## src/rtl/multicycle_ctrl_pkg.sv

```systemverilog
`default_nettype none
// +--------------------------------------------------------------------------+
// | multicycle_ctrl_pkg : opcodes, ALU encodings, states and fault codes     |
// | Revision: 1.0                                                            |
// +--------------------------------------------------------------------------+
package multicycle_ctrl_pkg;

  localparam logic [6:0] c_OP_ADD  = 7'b0110011;
  localparam logic [6:0] c_OP_ADDI = 7'b0010011;
  localparam logic [6:0] c_OP_LW   = 7'b0000011;
  localparam logic [6:0] c_OP_SW   = 7'b0100011;
  localparam logic [6:0] c_OP_BEQ  = 7'b1100011;
  localparam logic [6:0] c_OP_HALT = 7'b1110011;

  localparam logic [2:0] c_ALU_ADD = 3'b000;
  localparam logic [2:0] c_ALU_SUB = 3'b001;
  localparam logic [2:0] c_ALU_NOP = 3'b111;

  localparam logic [2:0] c_ST_IDLE   = 3'd0;
  localparam logic [2:0] c_ST_FETCH  = 3'd1;
  localparam logic [2:0] c_ST_DECODE = 3'd2;
  localparam logic [2:0] c_ST_EXEC   = 3'd3;
  localparam logic [2:0] c_ST_MEM    = 3'd4;
  localparam logic [2:0] c_ST_WB     = 3'd5;
  localparam logic [2:0] c_ST_HALT   = 3'd6;
  localparam logic [2:0] c_ST_FAULT  = 3'd7;

  localparam logic [1:0] c_FC_NONE    = 2'b00;
  localparam logic [1:0] c_FC_ILLEGAL = 2'b01;
  localparam logic [1:0] c_FC_IMEM    = 2'b10;
  localparam logic [1:0] c_FC_DMEM    = 2'b11;

  typedef enum logic [2:0] {
    CLS_ADD,
    CLS_ADDI,
    CLS_LW,
    CLS_SW,
    CLS_BEQ,
    CLS_HALT,
    CLS_ILL
  } instr_class_e;

endpackage
`default_nettype wire

```

## src/rtl/multicycle_ctrl_if.sv

```systemverilog
`default_nettype none
// +--------------------------------------------------------------------------+
// | multicycle_ctrl_if : controller <-> datapath/memory handshake bundle     |
// | Revision: 1.0                                                            |
// +--------------------------------------------------------------------------+
interface multicycle_ctrl_if #(
  parameter int RET_W = 32
);
  logic             start;
  logic [6:0]       opcode;
  logic             alu_zero;
  logic             imem_ready;
  logic             dmem_ready;
  logic             imem_req;
  logic             ir_en;
  logic             dmem_req;
  logic             data_rom_write_en;
  logic [2:0]       ALU_CTL;
  logic             alu_src_imm;
  logic             wb_sel_mem;
  logic             reg_write_en;
  logic             pc_en;
  logic             pc_src_branch;
  logic             busy;
  logic             halted;
  logic             fault;
  logic [1:0]       fault_code;
  logic [RET_W-1:0] retired;

  modport master (
    input  start, opcode, alu_zero, imem_ready, dmem_ready,
    output imem_req, ir_en, dmem_req, data_rom_write_en, ALU_CTL, alu_src_imm,
           wb_sel_mem, reg_write_en, pc_en, pc_src_branch, busy, halted, fault,
           fault_code, retired
  );

  modport slave (
    output start, opcode, alu_zero, imem_ready, dmem_ready,
    input  imem_req, ir_en, dmem_req, data_rom_write_en, ALU_CTL, alu_src_imm,
           wb_sel_mem, reg_write_en, pc_en, pc_src_branch, busy, halted, fault,
           fault_code, retired
  );
endinterface
`default_nettype wire

```

## src/rtl/multicycle_ctrl_decode.sv

```systemverilog
`default_nettype none
// +--------------------------------------------------------------------------+
// | ctrl_decode : opcode -> instruction class, illegal flag, EXEC ALU_CTL    |
// | Revision: 1.0                                                            |
// +--------------------------------------------------------------------------+
module ctrl_decode
  import multicycle_ctrl_pkg::*;
(
  input  logic [6:0]   i_opcode,
  output instr_class_e o_cls,
  output logic         o_illegal,
  output logic [2:0]   o_alu_ctl
);

  always_comb begin
    o_cls     = CLS_ILL;
    o_illegal = 1'b0;
    o_alu_ctl = c_ALU_NOP;
    case (i_opcode)
      c_OP_ADD:  begin o_cls = CLS_ADD;  o_alu_ctl = c_ALU_ADD; end
      c_OP_ADDI: begin o_cls = CLS_ADDI; o_alu_ctl = c_ALU_ADD; end
      c_OP_LW:   begin o_cls = CLS_LW;   o_alu_ctl = c_ALU_ADD; end
      c_OP_SW:   begin o_cls = CLS_SW;   o_alu_ctl = c_ALU_ADD; end
      c_OP_BEQ:  begin o_cls = CLS_BEQ;  o_alu_ctl = c_ALU_SUB; end
      c_OP_HALT: begin o_cls = CLS_HALT; end
      default:   begin o_illegal = 1'b1; end
    endcase
  end

endmodule
`default_nettype wire

```

## src/rtl/multicycle_ctrl.sv

```systemverilog
`default_nettype none
// +--------------------------------------------------------------------------+
// | multicycle_ctrl : FETCH/DECODE/EXEC/MEM/WB sequencer with sticky faults  |
// | Revision: 1.0                                                            |
// +--------------------------------------------------------------------------+
module multicycle_ctrl
  import multicycle_ctrl_pkg::*;
#(
  parameter int MEM_TIMEOUT = 15,
  parameter int RET_W       = 32
) (
  input logic               clk,
  input logic               rst_n,
  multicycle_ctrl_if.master bus
);

  localparam logic [7:0] c_MEM_TIMEOUT = 8'(MEM_TIMEOUT);

  logic [2:0]       r_state;
  logic [2:0]       w_state_next;
  instr_class_e     r_cls;
  instr_class_e     w_dec_cls;
  logic [2:0]       r_exec_alu;
  logic [2:0]       w_dec_alu;
  logic             w_dec_illegal;
  logic [7:0]       r_wait;
  logic [7:0]       w_wait_inc;
  logic [1:0]       r_fault_code;
  logic [1:0]       w_fault_code_next;
  logic [RET_W-1:0] r_retired;
  logic             w_ready;
  logic             w_timeout;

  logic             w_imem_req;
  logic             w_ir_en;
  logic             w_dmem_req;
  logic             w_dwe;
  logic [2:0]       w_alu_ctl;
  logic             w_alu_src_imm;
  logic             w_wb_sel_mem;
  logic             w_reg_write_en;
  logic             w_pc_en;
  logic             w_pc_src_branch;

  ctrl_decode u_decode (
    .i_opcode  (bus.opcode),
    .o_cls     (w_dec_cls),
    .o_illegal (w_dec_illegal),
    .o_alu_ctl (w_dec_alu)
  );

  // Timeout fires on the wait cycle that would bring the count to MEM_TIMEOUT;
  // a ready in that same cycle wins.
  assign w_ready    = (r_state == c_ST_FETCH) ? bus.imem_ready : bus.dmem_ready;
  assign w_wait_inc = r_wait + 8'd1;
  assign w_timeout  = !w_ready && (w_wait_inc == c_MEM_TIMEOUT);

  always_comb begin
    w_state_next      = r_state;
    w_fault_code_next = r_fault_code;
    case (r_state)
      c_ST_IDLE: if (bus.start) w_state_next = c_ST_FETCH;
      c_ST_FETCH: begin
        if (bus.imem_ready) begin
          w_state_next = c_ST_DECODE;
        end else if (w_timeout) begin
          w_state_next      = c_ST_FAULT;
          w_fault_code_next = c_FC_IMEM;
        end
      end
      c_ST_DECODE: begin
        if (w_dec_illegal) begin
          w_state_next      = c_ST_FAULT;
          w_fault_code_next = c_FC_ILLEGAL;
        end else begin
          w_state_next = c_ST_EXEC;
        end
      end
      c_ST_EXEC: begin
        case (r_cls)
          CLS_ADD, CLS_ADDI: w_state_next = c_ST_WB;
          CLS_LW, CLS_SW:    w_state_next = c_ST_MEM;
          CLS_BEQ:           w_state_next = c_ST_FETCH;
          CLS_HALT:          w_state_next = c_ST_HALT;
          default: begin
            w_state_next      = c_ST_FAULT;
            w_fault_code_next = c_FC_ILLEGAL;
          end
        endcase
      end
      c_ST_MEM: begin
        if (bus.dmem_ready) begin
          w_state_next = (r_cls == CLS_SW) ? c_ST_FETCH : c_ST_WB;
        end else if (w_timeout) begin
          w_state_next      = c_ST_FAULT;
          w_fault_code_next = c_FC_DMEM;
        end
      end
      c_ST_WB:    w_state_next = c_ST_FETCH;
      c_ST_HALT:  w_state_next = c_ST_HALT;
      c_ST_FAULT: w_state_next = c_ST_FAULT;
      default:    w_state_next = c_ST_IDLE;
    endcase
  end

  always_ff @(posedge clk) begin
    if (!rst_n) begin
      r_state      <= c_ST_IDLE;
      r_cls        <= CLS_ILL;
      r_exec_alu   <= c_ALU_NOP;
      r_wait       <= 8'd0;
      r_fault_code <= c_FC_NONE;
      r_retired    <= '0;
    end else begin
      r_state      <= w_state_next;
      r_fault_code <= w_fault_code_next;
      if (r_state == c_ST_DECODE) begin
        r_cls      <= w_dec_cls;
        r_exec_alu <= w_dec_alu;
      end
      if (w_state_next != r_state) begin
        r_wait <= 8'd0;
      end else if ((r_state == c_ST_FETCH || r_state == c_ST_MEM) && !w_ready) begin
        r_wait <= w_wait_inc;
      end
      if (w_pc_en) r_retired <= r_retired + RET_W'(1);
    end
  end

  always_comb begin
    w_imem_req      = 1'b0;
    w_ir_en         = 1'b0;
    w_dmem_req      = 1'b0;
    w_dwe           = 1'b0;
    w_alu_ctl       = c_ALU_NOP;
    w_alu_src_imm   = 1'b0;
    w_wb_sel_mem    = 1'b0;
    w_reg_write_en  = 1'b0;
    w_pc_en         = 1'b0;
    w_pc_src_branch = 1'b0;
    case (r_state)
      c_ST_FETCH: begin
        w_imem_req = 1'b1;
        w_ir_en    = bus.imem_ready;
      end
      c_ST_EXEC: begin
        w_alu_ctl     = r_exec_alu;
        w_alu_src_imm = (r_cls == CLS_ADDI) || (r_cls == CLS_LW) || (r_cls == CLS_SW);
        if (r_cls == CLS_BEQ) begin
          w_pc_en         = 1'b1;
          w_pc_src_branch = bus.alu_zero;
        end
      end
      c_ST_MEM: begin
        w_dmem_req = 1'b1;
        if (r_cls == CLS_SW) begin
          w_dwe     = 1'b1;
          w_alu_ctl = c_ALU_ADD;
          w_pc_en   = bus.dmem_ready;
        end
      end
      c_ST_WB: begin
        w_reg_write_en = 1'b1;
        w_pc_en        = 1'b1;
        w_wb_sel_mem   = (r_cls == CLS_LW);
      end
      default: ;
    endcase
  end

  assign bus.imem_req          = w_imem_req;
  assign bus.ir_en             = w_ir_en;
  assign bus.dmem_req          = w_dmem_req;
  assign bus.data_rom_write_en = w_dwe;
  assign bus.ALU_CTL           = w_alu_ctl;
  assign bus.alu_src_imm       = w_alu_src_imm;
  assign bus.wb_sel_mem        = w_wb_sel_mem;
  assign bus.reg_write_en      = w_reg_write_en;
  assign bus.pc_en             = w_pc_en;
  assign bus.pc_src_branch     = w_pc_src_branch;
  assign bus.busy              = (r_state != c_ST_IDLE) && (r_state != c_ST_HALT) &&
                                 (r_state != c_ST_FAULT);
  assign bus.halted            = (r_state == c_ST_HALT);
  assign bus.fault             = (r_state == c_ST_FAULT);
  assign bus.fault_code        = r_fault_code;
  assign bus.retired           = r_retired;

endmodule
`default_nettype wire
```

## src/flat_wrapper.sv

```systemverilog
// flat-port wrapper written by rule: the top's interface ports become plain ports
module multicycle_ctrl_flat import multicycle_ctrl_pkg::*;
#(
  parameter int MEM_TIMEOUT = 15,
  parameter int RET_W       = 32
)
  (clk, rst_n, bus_start, bus_opcode, bus_alu_zero, bus_imem_ready, bus_dmem_ready, bus_imem_req, bus_ir_en, bus_dmem_req, bus_data_rom_write_en, bus_ALU_CTL, bus_alu_src_imm, bus_wb_sel_mem, bus_reg_write_en, bus_pc_en, bus_pc_src_branch, bus_busy, bus_halted, bus_fault, bus_fault_code, bus_retired);
  multicycle_ctrl_if #(.RET_W(RET_W)) bus_i ();
  input logic clk;
  input logic rst_n;
  input wire logic [$bits(bus_i.start)-1:0] bus_start;
  input wire logic [$bits(bus_i.opcode)-1:0] bus_opcode;
  input wire logic [$bits(bus_i.alu_zero)-1:0] bus_alu_zero;
  input wire logic [$bits(bus_i.imem_ready)-1:0] bus_imem_ready;
  input wire logic [$bits(bus_i.dmem_ready)-1:0] bus_dmem_ready;
  output wire logic [$bits(bus_i.imem_req)-1:0] bus_imem_req;
  output wire logic [$bits(bus_i.ir_en)-1:0] bus_ir_en;
  output wire logic [$bits(bus_i.dmem_req)-1:0] bus_dmem_req;
  output wire logic [$bits(bus_i.data_rom_write_en)-1:0] bus_data_rom_write_en;
  output wire logic [$bits(bus_i.ALU_CTL)-1:0] bus_ALU_CTL;
  output wire logic [$bits(bus_i.alu_src_imm)-1:0] bus_alu_src_imm;
  output wire logic [$bits(bus_i.wb_sel_mem)-1:0] bus_wb_sel_mem;
  output wire logic [$bits(bus_i.reg_write_en)-1:0] bus_reg_write_en;
  output wire logic [$bits(bus_i.pc_en)-1:0] bus_pc_en;
  output wire logic [$bits(bus_i.pc_src_branch)-1:0] bus_pc_src_branch;
  output wire logic [$bits(bus_i.busy)-1:0] bus_busy;
  output wire logic [$bits(bus_i.halted)-1:0] bus_halted;
  output wire logic [$bits(bus_i.fault)-1:0] bus_fault;
  output wire logic [$bits(bus_i.fault_code)-1:0] bus_fault_code;
  output wire logic [$bits(bus_i.retired)-1:0] bus_retired;
  assign bus_i.start = bus_start;
  assign bus_i.opcode = bus_opcode;
  assign bus_i.alu_zero = bus_alu_zero;
  assign bus_i.imem_ready = bus_imem_ready;
  assign bus_i.dmem_ready = bus_dmem_ready;
  assign bus_imem_req = bus_i.imem_req;
  assign bus_ir_en = bus_i.ir_en;
  assign bus_dmem_req = bus_i.dmem_req;
  assign bus_data_rom_write_en = bus_i.data_rom_write_en;
  assign bus_ALU_CTL = bus_i.ALU_CTL;
  assign bus_alu_src_imm = bus_i.alu_src_imm;
  assign bus_wb_sel_mem = bus_i.wb_sel_mem;
  assign bus_reg_write_en = bus_i.reg_write_en;
  assign bus_pc_en = bus_i.pc_en;
  assign bus_pc_src_branch = bus_i.pc_src_branch;
  assign bus_busy = bus_i.busy;
  assign bus_halted = bus_i.halted;
  assign bus_fault = bus_i.fault;
  assign bus_fault_code = bus_i.fault_code;
  assign bus_retired = bus_i.retired;
  multicycle_ctrl #(.MEM_TIMEOUT(MEM_TIMEOUT), .RET_W(RET_W)) u_core (.clk(clk), .rst_n(rst_n), .bus(bus_i));
endmodule
```

## config.mk

```make
export PLATFORM = sky130hd
export DESIGN_NAME = multicycle_ctrl_flat
export DESIGN_NICKNAME = d
export VERILOG_FILES = /design/src/rtl/multicycle_ctrl_pkg.sv /design/src/rtl/multicycle_ctrl_if.sv /design/src/rtl/multicycle_ctrl_decode.sv /design/src/rtl/multicycle_ctrl.sv /design/src/flat_wrapper.sv
export SDC_FILE = /design/constraint.sdc
export NUM_CORES = 1
export LEC_CHECK = 0
export ABC_AREA = 1
export CAP_MARGIN = 0
export CORE_AREA = 2 2 114 116
export CTS_BUF_LIST = sky130_fd_sc_hd__clkbuf_8
export DETAILED_ROUTE_END_ITERATION = 10
export DIE_AREA = 0 0 116 118
export PLACE_DENSITY_LB_ADDON = 0.3
export SLEW_MARGIN = 0
export SYNTH_ARGS = -nofsm -noshare
export SYNTH_HDL_FRONTEND = slang
export SYNTH_SLANG_ARGS = --single-unit
```

## constraint.sdc

```tcl
create_clock -name clk -period 2.2 [get_ports clk]
set_clock_uncertainty 0.15 [all_clocks]
set_input_delay 0.44 -clock clk [delete_from_list [all_inputs] [get_ports clk]]
set_output_delay 0.44 -clock clk [all_outputs]
set_load 0.05 [all_outputs]
```

==> load_flow_metrics.sql, run 1 <==
INSERT INTO impl_metrics (metric_group, metric, value, unit) VALUES
('setup_path', 'critical_path.reg2reg.startpoint', 'u_core.r_cls[1]', ''),
('drt', 'route.detailed.drc', '0', ''),
('timing', 'grt_setup_unrepaired', 'yes', ''),
('clock_tree', 'cts_tree', 'built', ''),
('logic_synthesis', 'netlist_instances', '459', ''),
('layout', 'antenna_diode_count', '0', ''),
('setup_path', 'worst_path_max_delay_cell', 'clkdlybuf4s50_1', ''),
('grt', 'grtUsageTotal', '13.2', '%'),
('placed_design', 'placed_cells_incl_taps', '717', ''),
('logic_synthesis', 'synth_seq_cells', '50', ''),
('timing', 'final-hold-violation-count', '0', ''),
('power_and_ir_drop', 'static-leakage-power', '1.82', 'nW'),
('logic_synthesis', 'yosys.area.top_type_share', '32.8', '%'),
('worst_hold_path', 'hold_class', 'reg -> reg', ''),
('floorplanning', 'boundaryPins', '62', ''),
('floorplanning', 'floorplan.die.width', '116', 'um'),
('setup_path', 'worstPathBufferInverterCount', '1', ''),
('logic_synthesis', 'ys.flop_type', 'dfxtp_1', ''),
('timing', 'slew_viol_final', '0', ''),
('clock_tree', 'cts_clk_pin_slew_worst_paths', '100', 'ps'),
('floorplanning', 'die_h', '118', 'um'),
('clock_tree', 'cts-buffers-inserted', '5', ''),
('setup_path', 'worstSetupEndpointType', 'output pin', ''),
('setup_path', 'crit_path_leading_delay_family', 'buffers and inverters', ''),
('layout', 'instances_no_fill', '733', ''),
('power_and_ir_drop', 'power_switching_share', '40.4', '%'),
('drt', 'detail_route.wirelength', '8740', 'um'),
('run', 'drv_cap', '0', ''),
('placed_design', 'placement.setup.worst_slack', '-194', 'ps'),
('logic_synthesis', 'post-synth-top-count-cell', 'nand2_1', ''),
('placed_design', 'hpwl', '6660', 'um'),
('layout', 'fin_nets', '576', ''),
('setup_path', 'crit_path_start_kind', 'flip-flop', ''),
('clock_tree', 'worstSkewPairLatency', '310', 'ps'),
('grt', 'number_of_antenna_violations_at_the_first_check_in_global_routing', '0', ''),
('setup_path', 'regToRegSetupSlack', '80', 'ps'),
('drt', 'route.antenna.remaining_nets', '0', ''),
('power_and_ir_drop', 'peak_supply_drop', '0.258', 'mV'),
('power_and_ir_drop', 'p_int', '1.77', 'mW'),
('timing', 'max_slew.worst_pin.slew', '507', 'ps'),
('logic_synthesis', 'synth.area.top_cells', 'dfxtp_1, nand2_1, inv_1, nor2_1, a21oi_1', ''),
('power_and_ir_drop', 'clock_power_share', '20.6', '%'),
('setup_path', 'crit_path_max_incr_delay', '830', 'ps'),
('logic_synthesis', 'synth_nets', '475', ''),
('power_and_ir_drop', 'power_frac_comb', '43.5', '%'),
('logic_synthesis', 'synth.cell_area', '3050', 'sq um'),
('clock_tree', 'cts.path.max_buffers', '2', ''),
('setup_path', 'cp.arrival', '1550', 'ps'),
('timing', 'period_share', '97.3', '%'),
('setup_path', 'path_max_fanout', '4', ''),
('setup_path', 'timing_worst_setup_path_type', 'reg -> out', ''),
('layout', 'fin_util', '36.6', '%'),
('grt', 'globalRoute.totalOverflow', '0', ''),
('clock_tree', 'h_tree_lvls', '2', ''),
('drt', 'dr.pass1.iters', '4', ''),
('layout', 'layout-drive-gt1-share', '28.7', '%'),
('grt', 'grt_max_degree', '16', ''),
('floorplanning', 'fp.coreArea', '12400', 'sq um'),
('logic_synthesis', 'seq_area_frac_synth', '32.8', '%'),
('setup_path', 'list_of_cells_traversed_by_the_critical_path', 'clkdlybuf4s50_1', ''),
('logic_synthesis', 'netlist.top_cell.by_area', 'dfxtp_1', ''),
('layout', 'synthToLayoutAreaGrowth', '48.8', '%'),
('run_status', 'run_status', 'complete, no violations', ''),
('drt', 'vias', '3245', ''),
('logic_synthesis', 'synth.yosys.warnings', '0', ''),
('setup_path', 'worst_r2r_endpoint', 'u_core.bus.retired[25]', ''),
('drt', 'drt_first_iter_violations', '140', ''),
('drt', 'detail_route.wl_per_cell', '11.9', 'um'),
('clock_tree', 'cts-hold-fix-buffers', '0', ''),
('timing', 'hold-worst-slack', '310', 'ps'),
('logic_synthesis', 'edff_count_synth', '0', '');
[cell type report]
cell class                      count  area [sq um]  share of cell area (%)
Clock buffer                        7          96.3                    2.12
Clock inverter                      1          8.76                   0.193
Inverter                           66           255                    5.62
Multi-Input combinational cell    334          1950                    42.8
Sequential cell                    50          1020                    22.5
Tap cell                          172           215                    4.74
Timing Repair Buffer              103           997                    22.0
[layout by cell type (no fill, tap or decap), drive strengths merged]
cell type	count
clkinv	2
o21ai	34
dlymetal6s2s	3
nand3	24
dfxtp	50
and3b	1
a31o	1
nand2	119
nor3	29
nand3b	2
xnor2	1
a22oi	1
o211ai	2
a21oi	30
a211oi	1
or2	2
nor3b	3
xor2	7
inv	65
clkdlybuf4s50	29
nor4	3
a221oi	1
ha	3
nor2	60
buf	71
clkbuf	7
nand4	10
[power by group through the flow]
stage | logic [mW] | clock network, mW | registers, mW
after floorplan | 0.680 | 0 | 1.08
after global placement | 1.12 | 0 | 1.05
after detailed placement | 1.13 | 0 | 1.05
after CTS | 1.14 | 0.635 | 1.04
after global routing | 1.40 | 0.676 | 1.08
final | 1.29 | 0.610 | 1.07
[per-stage QoR]
stage	setup TNS (ps)	cell area, sq um
final	0	4540
after global routing	-214	4540
after CTS	0	4280
after detailed placement	-2740	4150
after global placement	-2230	4150
after floorplan	0	3080
[how the worst min path moves through the flow]
stage / from / to / depth (start not counted)
2_1_floorplan: u_core.r_exec_alu[0] / u_core.r_exec_alu[0] / 2
3_3_place_gp: u_core.bus.fault_code[0] / u_core.bus.fault_code[0] / 2
3_5_place_dp: u_core.bus.fault_code[0] / u_core.bus.fault_code[0] / 2
4_1_cts: u_core.bus.fault_code[0] / u_core.bus.fault_code[0] / 2
5_1_grt: u_core.bus.fault_code[0] / u_core.bus.fault_code[0] / 2
6_report: u_core.bus.fault_code[0] / u_core.bus.fault_code[0] / 2
[metal layers]
metal  vias to the layer above  global-route usage [%]  wire length, um
met5                         -                       0                0
met4                         0                    3.50               99
met3                        11                    2.37              347
met2                        65                    22.6             4350
met1                      1485                    16.8             3950
li1                       1684                       -                -
[flip-flops by register name, summed over array words and instances, names as in the netlist]
| signal | count |
|---|---|
| u_core.r_state | 3 |
| u_core.r_exec_alu | 2 |
| u_core.r_wait | 8 |
| u_core.bus.retired | 32 |
| u_core.r_cls | 3 |
| u_core.bus.fault_code | 2 |
[kinds of logic (layout without fill, tap and decap cells)]
logic type,Yosys count,count (layout),synth area share [%]
AOI/OAI and AO/OA,70,70,12.1
xor gates and xnor gates,8,8,2.30
adders and majority gates,3,3,1.23
buffers and inverters,75,177,10.2
DFF,50,50,32.8
and+or+nand+nor,253,253,41.4
[timing repair]
action                     in CTS  in global routing
gates resized for setup         7                 60
setup endpoints to repair      12                 33
cloned                          0                  0
buffers inserted                2                  6
pin swaps                       2                 16
Note: power is estimated with default switching activity, not from simulation.
==> run 2, diff against run 1 <==
--- a/config.mk
+++ b/config.mk
@@ -7,12 +7,13 @@
 export LEC_CHECK = 0
 export ABC_AREA = 1
 export CAP_MARGIN = 0
-export CORE_AREA = 2 2 114 116
+export CORE_AREA = 2 2 81 83
 export CTS_BUF_LIST = sky130_fd_sc_hd__clkbuf_8
 export DETAILED_ROUTE_END_ITERATION = 10
-export DIE_AREA = 0 0 116 118
+export DIE_AREA = 0 0 83 85
 export PLACE_DENSITY_LB_ADDON = 0.3
 export SLEW_MARGIN = 0
 export SYNTH_ARGS = -nofsm -noshare
 export SYNTH_HDL_FRONTEND = slang
+export SYNTH_HIERARCHICAL = 1
 export SYNTH_SLANG_ARGS = --single-unit
==> load_flow_metrics.sql, run 2 <==
INSERT INTO impl_metrics (metric_group, metric, value, unit) VALUES
('logic_synthesis', 'seq_area_frac_synth', '31.5', '%'),
('grt', 'number_of_antenna_violations_at_the_first_check_in_global_routing', '0', ''),
('grt', 'first_pass_grt_wire_length', '14300', 'um'),
('timing', 'max_slew.worst_pin.slew', '512', 'ps'),
('logic_synthesis', 'synth.cell_area', '3240', 'sq um'),
('logic_synthesis', 'synth.area.top_cells', 'dfxtp_1, nand2_1, nor2_1, inv_1, a21oi_1', ''),
('drt', 'route.antenna.remaining_nets', '0', ''),
('layout', 'finish.instance_area', '4410', 'sq um'),
('setup_path', 'path_max_fanout', '5', ''),
('layout', 'fin_nets', '603', ''),
('clock_tree', 'cts-buffers-inserted', '5', ''),
('setup_path', 'timing.critical_path.from', 'u_core/bus.retired[10]', ''),
('setup_path', 'crit_path_start_kind', 'flip-flop', ''),
('timing', 'slew_headroom', '65.8', '%'),
('clock_tree', 'clock_sinks', '51', ''),
('setup_path', 'worst_path_max_delay_cell', 'clkdlybuf4s50_1', ''),
('grt', 'grt_max_degree', '21', ''),
('setup_path', 'cp.arrival', '1560', 'ps'),
('drt', 'detail_route.wl_per_cell', '13.0', 'um'),
('layout', 'mostFrequentLayoutCell', 'nand2_1', ''),
('drt', 'vias', '3555', ''),
('layout', 'instances_no_fill', '665', ''),
('logic_synthesis', 'edff_count_synth', '0', ''),
('floorplanning', 'boundaryPins', '62', ''),
('clock_tree', 'cts-hold-fix-buffers', '0', ''),
('worst_hold_path', 'hold_class', 'reg -> reg', ''),
('floorplanning', 'fp.coreArea', '6200', 'sq um'),
('logic_synthesis', 'synth_nets', '523', ''),
('placed_design', 'place.gp.congestion', '0.950', ''),
('floorplanning', 'initial_core_util', '52.2', '%'),
('floorplanning', 'floorplan.die.width', '83', 'um'),
('layout', 'synthToLayoutAreaGrowth', '36.2', '%'),
('setup_path', 'worstSetupEndpointType', 'output pin', ''),
('run_status', 'run_status', 'complete, no violations', ''),
('logic_synthesis', 'netlist.top_cell.by_area', 'dfxtp_1', ''),
('layout', 'antenna_diode_count', '0', ''),
('drt', 'dr.pass1.iters', '5', ''),
('layout', 'mostFrequentLayoutCells', 'nand2_1, inv_1, nor2_1', ''),
('clock_tree', 'cts.path.max_buffers', '2', ''),
('logic_synthesis', 'synth.cells.most_frequent', 'nand2_1, nor2_1, inv_1, dfxtp_1, a21oi_1', ''),
('power_and_ir_drop', 'peak_supply_drop', '0.408', 'mV'),
('logic_synthesis', 'yosys.cell_types.count', '37', ''),
('logic_synthesis', 'synth.yosys.warnings', '6', ''),
('timing', 'period_share', '97.9', '%'),
('setup_path', 'crit_path_max_incr_delay', '840', 'ps'),
('logic_synthesis', 'yosys.area.top_type_share', '31.5', '%'),
('logic_synthesis', 'ys.flop_type', 'dfxtp_1', ''),
('clock_tree', 'clock-root-buffer', 'clkbuf_8', ''),
('floorplanning', 'die_h', '85', 'um'),
('setup_path', 'crit_path_leading_delay_family', 'buffers and inverters', ''),
('timing', 'final-hold-violation-count', '0', ''),
('layout', 'largest_register_ff_count', '32', ''),
('layout', 'layout-drive-gt1-share', '18.4', '%'),
('drt', 'detail_route.wirelength', '8670', 'um'),
('placed_design', 'hpwl', '6720', 'um'),
('drt', 'post_drt_via_cell_ratio', '5.35', ''),
('logic_synthesis', 'async_flop_share', '0', '%'),
('clock_tree', 'cts_clk_pin_slew_worst_paths', '90', 'ps'),
('logic_synthesis', 'post-synth-top-count-cell', 'nand2_1', ''),
('drt', 'drt_first_iter_violations', '254', ''),
('logic_synthesis', 'netlist_instances', '507', ''),
('clock_tree', 'h_tree_lvls', '2', ''),
('timing', 'max_freq', '0.464', 'GHz'),
('setup_path', 'critical_path.reg2reg.startpoint', 'u_core/r_wait[0]', ''),
('setup_path', 'worst-endpoint-required', '1610', 'ps'),
('timing', 'slew_viol_final', '0', ''),
('grt', 'grtUsageTotal', '24.0', '%'),
('run', 'drv_cap', '0', ''),
('power_and_ir_drop', 'static-leakage-power', '1.90', 'nW'),
('clock_tree', 'cts_tree', 'built', ''),
('drt', 'route.detailed.drc', '0', ''),
('logic_synthesis', 'synth_seq_cells', '51', ''),
('worst_hold_path', 'min_from', 'u_core/r_exec_alu[0]', ''),
('placed_design', 'portBuffers', '61', ''),
('timing', 'hold-worst-slack', '332', 'ps'),
('setup_path', 'worstPathBufferInverterCount', '1', ''),
('floorplanning', 'area_of_the_die', '7060', 'sq um'),
('timing', 'post-route-min-period', '2150', 'ps'),
('grt', 'globalRoute.totalOverflow', '0', ''),
('floorplanning', 'core.rowCount', '29', ''),
('placed_design', 'placement.cell_area', '4150', 'sq um'),
('grt', 'number_of_global_route_vias_before_repair', '3201', ''),
('setup_path', 'list_of_cells_traversed_by_the_critical_path', 'clkdlybuf4s50_1', ''),
('clock_tree', 'worstSkewPairLatency', '300', 'ps'),
('setup_path', 'timing_worst_setup_path_type', 'reg -> out', ''),
('logic_synthesis', 'syn_avg_cell_area', '6.38', 'sq um'),
('power_and_ir_drop', 'power_density', '753', 'nW/um^2'),
('placed_design', 'placed_cells_incl_taps', '652', ''),
('layout', 'fin_util', '71.0', '%'),
('timing', 'finalSetupViolCount', '0', '');
run 2: repair_timing:
action | in CTS | in global routing
setup endpoints to repair | 4 | 22
gates resized for setup | 7 | 31
setup buffers | 1 | 4
pin swaps | 1 | 2
run 2: final timing paths:
| path | end | slack (ps) | cells past startpoint |
|---|---|---|---|
| min reg2reg | u_core/r_exec_alu[0] | 330 | 2 |
| min | u_core/r_exec_alu[0] | 330 | 2 |
| max | bus_retired[10] | 50 | 1 |
| max reg2reg | u_core/r_wait[1] | 210 | 11 |
run 2: logic make-up after synthesis:
family          after synthesis  synth area share (%)
fa+ha+maj                     3                  1.16
simple gates                298                  42.5
xor+xnor                     19                  5.14
flops                        51                  31.5
compound gates               67                  10.8
buf+inv                      69                  8.89
run 2: final cells by class:
type	instances	area, sq um
Multi-Input combinational cell	387	2010
Fill cell	521	1800
Clock inverter	2	35.0
Inverter	59	224
Sequential cell	51	1030
Tap cell	77	96.3
Clock buffer	6	82.6
Timing Repair Buffer	83	928
run 2: per-stage QoR:
step | setup slack [ps] | setup TNS [ps] | total power, mW
4_1_cts | 5.14 | 0 | 3.20
2_1_floorplan | 0.163 | 0 | 2.05
3_3_place_gp | 16.5 | 0 | 2.49
6_report | 46.5 | 0 | 3.32
3_5_place_dp | -43.1 | -271 | 2.52
5_1_grt | -86.1 | -244 | 3.54
run 2: power by group:
part / leakage [nW] / switching (mW) / internal, mW
registers: 0.415 / 0.119 / 1.03
logic: 1.42 / 0.938 / 0.553
clock network: 0.0612 / 0.306 / 0.368
run 2: routing by layer:
| metal | global-route usage, % | part of all wire [%] |
|---|---|---|
| met4 | 6.71 | 0.81 |
| met5 | 0 | 0 |
| met2 | 38.0 | 47 |
| met3 | 3.40 | 4.6 |
| met1 | 34.3 | 48 |
